File: src/rtl/scan_sequencer.sv
// scan_sequencer
//   Sequential address generator for a downstream N-bit decoder. Steps a
//   select through 0..2^N-1, holding each value for dwell+1 cycles, in
//   single-pass or continuous mode, with start/stop control and status pulses.
//
// Ports
//   clk    : system clock, rising edge
//   rst    : asynchronous active-high reset
//   start  : start request, accepted only in IDLE when stop is low
//   stop   : abort request, returns to IDLE on the next edge
//   mode   : 0 = single pass, 1 = continuous (latched on accepted start)
//   dwell  : extra hold cycles per slot (latched on accepted start)
//   sel    : current slot index (decoder a)
//   sel_en : slot valid (decoder enable), identical to busy
//   busy   : high while scanning
//   done   : one-cycle pulse after a single pass completes
//   wrap   : one-cycle pulse on the first cycle of slot 0 after a wrap
module scan_sequencer #(
  parameter int N       = 3,
  parameter int DWELL_W = 8
) (
  input  logic               clk,
  input  logic               rst,
  input  logic               start,
  input  logic               stop,
  input  logic               mode,
  input  logic [DWELL_W-1:0] dwell,
  output logic [N-1:0]       sel,
  output logic               sel_en,
  output logic               busy,
  output logic               done,
  output logic               wrap
);

  typedef enum logic {
    IDLE = 1'b0,
    SCAN = 1'b1
  } state_t;

  state_t             state_q, state_d;
  logic [N-1:0]       sel_q, sel_d;
  logic               busy_q, busy_d;
  logic               done_q, done_d;
  logic               wrap_q, wrap_d;
  logic [DWELL_W-1:0] cnt_q, cnt_d;
  logic [DWELL_W-1:0] dwell_q, dwell_d;
  logic               mode_q, mode_d;

  always_ff @(posedge clk or posedge rst) begin
    if (rst) begin
      state_q <= IDLE;
      sel_q   <= '0;
      busy_q  <= 1'b0;
      done_q  <= 1'b0;
      wrap_q  <= 1'b0;
      cnt_q   <= '0;
      dwell_q <= '0;
      mode_q  <= 1'b0;
    end else begin
      state_q <= state_d;
      sel_q   <= sel_d;
      busy_q  <= busy_d;
      done_q  <= done_d;
      wrap_q  <= wrap_d;
      cnt_q   <= cnt_d;
      dwell_q <= dwell_d;
      mode_q  <= mode_d;
    end
  end

  always_comb begin
    state_d = state_q;
    sel_d   = sel_q;
    busy_d  = busy_q;
    cnt_d   = cnt_q;
    dwell_d = dwell_q;
    mode_d  = mode_q;
    done_d  = 1'b0;
    wrap_d  = 1'b0;

    unique case (state_q)
      IDLE: begin
        if (start && !stop) begin
          state_d = SCAN;
          mode_d  = mode;
          dwell_d = dwell;
          sel_d   = '0;
          busy_d  = 1'b1;
          cnt_d   = '0;
        end
      end
      SCAN: begin
        // stop outranks slot advance, wrap and completion
        if (stop) begin
          state_d = IDLE;
          sel_d   = '0;
          busy_d  = 1'b0;
          cnt_d   = '0;
        end else if (cnt_q == dwell_q) begin
          cnt_d = '0;
          if (sel_q == '1) begin
            sel_d = '0;
            if (mode_q) begin
              wrap_d = 1'b1;
            end else begin
              state_d = IDLE;
              busy_d  = 1'b0;
              done_d  = 1'b1;
            end
          end else begin
            sel_d = sel_q + N'(1);
          end
        end else begin
          cnt_d = cnt_q + DWELL_W'(1);
        end
      end
      default: state_d = IDLE;
    endcase
  end

  assign sel    = sel_q;
  assign sel_en = busy_q;
  assign busy   = busy_q;
  assign done   = done_q;
  assign wrap   = wrap_q;

endmodule

File: config.mk
export PLATFORM = sky130hd
export DESIGN_NAME = scan_sequencer
export DESIGN_NICKNAME = d
export VERILOG_FILES = /design/src/rtl/scan_sequencer.sv
export SDC_FILE = /design/constraint.sdc
export NUM_CORES = 1
export LEC_CHECK = 0
export ABC_AREA = 1
export CAP_MARGIN = 25
export CORE_UTILIZATION = 47
export CTS_BUF_LIST = sky130_fd_sc_hd__clkbuf_16
export CTS_CLUSTER_SIZE = 16
export DETAILED_ROUTE_END_ITERATION = 12
export PLACE_DENSITY_LB_ADDON = 0.05
export SLEW_MARGIN = 20
export SYNTH_ARGS = -nofsm -noshare
export SYNTH_HDL_FRONTEND = slang
export SYNTH_SLANG_ARGS = --single-unit
File: constraint.sdc
create_clock -name clk -period 1.2 [get_ports clk]
set_input_delay 0.24 -clock clk [delete_from_list [all_inputs] [get_ports clk]]
set_output_delay 0.24 -clock clk [all_outputs]
set_load 0.1 [all_outputs]
Word-level counts from Yosys, hierarchy flattened --
Index checks and enable logic that the tools add are counted.
Word-level totals: word-level logic and storage cells 52, output and inout bits 7, bits in registers 24
Cells by class: bitwise logic cells 1, mux-type cells 30, $add $sub $neg 2, eq/ne operators 6, reduce and logical (&&, ||, !) cells 5
Operator list (count):
- $mux 8 | 3
- $mux 1 | 19
- $pmux 8 s2 | 1
- $mux 3 | 4
- $add 8x1->8 const B | 1
- $eq 8x8->1 | 1
- $ne 3x2->1 const B | 2
- $pmux 3 s2 | 1
- $pmux 1 s2 | 2
- $reduce_and 2->1 | 2
- $reduce_and 4->1 | 1
- $add 3x1->3 const B | 1
- $eq 3x3->1 const B | 1
- $ne 3x3->1 const B | 1
- $ne 2x2->1 const B | 1
- $logic_and 1x1->1 | 1
- $logic_not 1->1 | 1
- $not 1->1 | 1

Depth between registers and ports, before layout --
Gate-level depths: netlist of the first run.
depth after elaboration 5, mapped depth 10

Worst setup path before layout of the first run --
Ideal clock, no wire load.
path kind flip-flop to flip-flop, start register sel_q[0], in the netlist sel[0], end register busy_q, in the netlist busy, cell stages (with the launch flop) 8, arrival time 1.694 ns, data required time 1.076 ns, slack -0.618 ns, cell sequence dfrtp_1 > ha_1 > ha_1 > inv_1 > nor2_1 > nand3_1 > nand2_1 > a21oi_1
Between the ends: word-level cells in the longest chain between the ends 3
RTL lines:
- start: declaration | line 41 | logic [N-1:0] sel_q, sel_d;
- start signal: assignment | line 61 | sel_q <= sel_d;
- $eq 3x3->1 | line 101 | if (sel_q == '1) begin
- $ne 3x2->1 (no line)
- $reduce_and 4->1 (no line)
- end signal: assignment | line 62 | busy_q <= busy_d;
- end: declaration | line 42 | logic busy_q, busy_d;
Every way passes these cells. A chain may end at the register's enable or synchronous reset.

Worst setup path in the final report of the first run --
start register dwell_q[4], end register cnt_q[1]
Between the ends: word-level cells in the longest chain between the ends 4
RTL lines:
- start: declaration | line 46 | logic [DWELL_W-1:0] dwell_q, dwell_d;
- start signal: assignment | line 66 | dwell_q <= dwell_d;
- $eq 8x8->1 | line 99 | end else if (cnt_q == dwell_q) begin
- $mux 8 | line 99
- $mux 8 | line 94 | if (stop) begin
- $pmux 8 s2 | line 81 | unique case (state_q)
- end signal: assignment | line 65 | cnt_q <= cnt_d;
- end: declaration | line 45 | logic [DWELL_W-1:0] cnt_q, cnt_d;
Every way passes these cells.

==> results_dict.tcl, run 1 <==
set metrics [dict create \
    power_report.internal_total_mw 1.95 \
    htree_num_levels 1 \
    worstSkewPairLatency_ns 0.26 \
    synth.top_cells.by_area "dfrtp_1, nand2_1, a21oi_1, mux2_2, inv_1" \
    cts_inserted_buffers 3 \
    yosysWarningCount 0 \
    ios 20 \
    post-dp-hpwl_um 1860 \
    syn_nets 156 \
    start_util 0.501 \
    gpl.final_weighted_congestion 0.849 \
    cp_class "reg2reg" \
    synth-seq-area-share 0.484 \
    power.ir.vdd_worst_v 0.00134 \
    synth_enable_flop_cells 0 \
    placement.io_buffers 19 \
    synth.most_common_cell "nand2_1" \
    routed_via_density 4.93 \
    placement.setup.worst_slack_ns -0.337 \
    timing.final.max_slew_violations 0 \
    final_layout_size_suffix_gt1_frac 0.461 \
    coreArea_um2 2480 \
    vias_in_the_first_global_route 1047 \
    power.density_nw_per_um2 1330 \
    post_layout_nonfiller_instances 223 \
    avgRoutedWirePerCell_um 13.7 \
    clk_path_buf_depth 2 \
    arrival_ns 1.54 \
    globalRouteTotalUtil 0.230 \
    total_die_area_um2 2850 \
    grt_antenna_before_repair 0 \
    overflow 0 \
    drcViolationCount 0 \
    antenna_violating_nets_post_route 0 \
    route.final.wire_length_um 3060 \
    cts.reportedPaths.clkPinSlew_ns 0.06 \
    rows 18 \
    final_worst_path_period_share 1.17 \
    syn2layout_area_growth_pct 67.3 \
    cts_sinks 24 \
    report.final.hold_viol_count 0 \
    maxClockFrequency_mhz 715 \
    cts_tree "done" \
    seq_power_share 0.354 \
    synth.cells.most_frequent "nand2_1, dfrtp_1, inv_1" \
    avgSynthCellArea_um2 8.92 \
    timing_worst_slew_pin_value_ns 0.234 \
    worst_setup_path_start_kind "flip-flop" \
    crit_path_end_kind "flip-flop" \
    grt_start_max_net_pins 25 \
    failed_checks "setup timing" \
    status "complete, but fails checks" \
    power.clock.fraction 0.346 \
    power.switching_fraction 0.293 \
    share_comb_of_total_power 0.300 \
    layout_setup_ws_ns -0.198 \
    route.vias.total 1100 \
    detail_route.iter0.violations 15 \
    hp-class "in2async" \
    maxCapViolCount 0 \
    first_pass_iters 4 \
    fp.dieH_um 53.4 \
    library_cells_used_by_synthesis 25 \
    largest_clock_skew_in_the_final_design_ns 0.00373 \
    cp_data_required_time_ns 1.34 \
    leakagePower_nw 0.932 \
    crit_fanout 6 \
    yosys_top_cell_by_area "dfrtp_1" \
    grt_pass1_wl_um 4510 \
    setup_viol_count_final 17 \
    netlist_area_um2 1240 \
    ys_async_sr_fraction 1.00 \
    netlist_instances 139 \
    clock_tree.root_cell "clkbuf_16" \
    synthFlopType "dfrtp_1" \
    die-width_um 53.4 \
    slew-limit-headroom 0.844 \
    design.final.nets 211 \
    fin_tns_setup_ns -2.42 \
    dp.cells 212 \
    unrepaired_setup_endpoints_after_global_routing "yes" \
    ys_seq_elements 24 \
    antennaDiodeCount 0 \
    final_period_minus_worst_setup_slack_ns 1.40 \
    power.net_switching_mw 0.812 \
    synth_largest_type_area_fraction 0.484 \
]
cell type report:
type,count,area (µm²)
multi-input cells,95,696
flip-flops and latches,24,613
repair buffers,54,561
fillers,134,403
clock buffers,3,75.1
inverters,16,62.6
well taps,30,37.5
clock inverters,1,30.0
registers in the layout, summed over array words and instances (netlist names):
signal,count
cnt_q,8
dwell_q,8
sel,3
busy,1
done,1
mode_q,1
state_q,1
wrap,1
per-stage QoR:
stage	power [mW]	cell area (µm²)	hold WS, ns	util
2_1_floorplan	1.40	1280	0.255	-
3_3_place_gp	1.69	1780	0.511	0.717
3_5_place_dp	1.71	1780	0.521	0.717
4_1_cts	2.72	1990	0.316	0.802
5_1_grt	2.87	2070	0.324	0.837
6_report	2.77	2070	0.304	0.837
final timing paths:
kind | startpoint | to | slack [ns] | cells after the start
setup / recovery | dwell_q[4]$_DFFE_PP0P_ | cnt_q[1]$_DFFE_PP0P_ | -0.20 | 7
hold / removal | rst | cnt_q[0]$_DFFE_PP0P_ | 0.30 | 3
setup reg to reg | dwell_q[4]$_DFFE_PP0P_ | cnt_q[1]$_DFFE_PP0P_ | -0.20 | 7
hold reg to reg | dwell_q[3]$_DFFE_PP0P_ | dwell_q[3]$_DFFE_PP0P_ | 0.53 | 1
max in group asynchronous | rst | sel[0]$_DFFE_PP0P_ | 0.73 | 3
min in group clk | start | busy$_DFFE_PP0P_ | 0.52 | 5
power by group through the flow:
stage	clock network (mW)	logic [mW]	registers, mW
after floorplan	0	0.316	1.08
after global placement	0	0.700	0.987
after detailed placement	0	0.712	0.994
after CTS	0.956	0.780	0.982
after global routing	0.996	0.882	0.990
final	0.956	0.831	0.979
critical path: stages (launching register included):
cell and delay [ns]:
dfrtp_1 0.39, xnor2_1 0.19, nand2_1 0.11, nor2_2 0.17, nand2_2 0.10, nand2_4 0.13, buf_6 0.14, o22ai_2 0.06
per-layer routing:
metal,part of all wire,global-route usage,vias up
met5,0,0,-
li1,-,-,545
met1,0.41,0.259,530
met3,0.024,0.0287,7
met2,0.55,0.429,18
met4,0.020,0.0921,0
layout by cell type, fill, tap and decap left out:
cell             count
a21oi_1              6
a21oi_2              6
a21oi_4              1
buf_12               8
buf_4               28
buf_6                6
bufinv_16            1
clkbuf_16            3
clkdlybuf4s50_1     11
dfrtp_1             20
dfrtp_2              1
dfrtp_4              3
dlymetal6s2s_1       1
ha_2                 1
ha_4                 3
inv_1               13
inv_2                2
inv_4                1
mux2_2               5
nand2_1             28
nand2_2              5
nand2_4              3
nand3_1              5
nand3_4              2
nand3b_1             1
nor2_1               7
nor2_2               4
nor2_4               2
nor3_1               2
nor3_2               1
nor3b_2              1
o21ai_2              1
o22ai_2              1
or2_1                1
xnor2_1              5
xor2_1               4
cell families (layout without fill, tap and decap cells):
group / count (synthesis) / in the layout / share of synthesized area
flip-flops: 24 / 24 / 0.484
buffers and inverters: 20 / 74 / 0.0716
XOR/XNOR: 9 / 9 / 0.0636
adder cells (fa/ha/maj): 4 / 4 / 0.0404
AO/OA/AOI/OAI: 15 / 15 / 0.0706
AND/OR/NAND/NOR: 62 / 62 / 0.224
multiplexers: 5 / 5 / 0.0454
repair_timing:
item / in CTS / in global routing
hold buffers: 0 / 0
gates resized for setup: 19 / 16
endpoints found under the hold margin: 0 / 0
setup endpoints to repair: 25 / 25
buffers inserted: 4 / 3
pin swaps: 9 / 2
Note: power is estimated with default switching activity, not from simulation.
==> inputs of run 2 (changes only) <==
ABC_CLOCK_PERIOD_IN_PS = 1200   (was not set)
CAP_MARGIN = not set   (was 25)
==> results of run 2 <==
Final layout, timing and power as in run 1 (identical DEF).
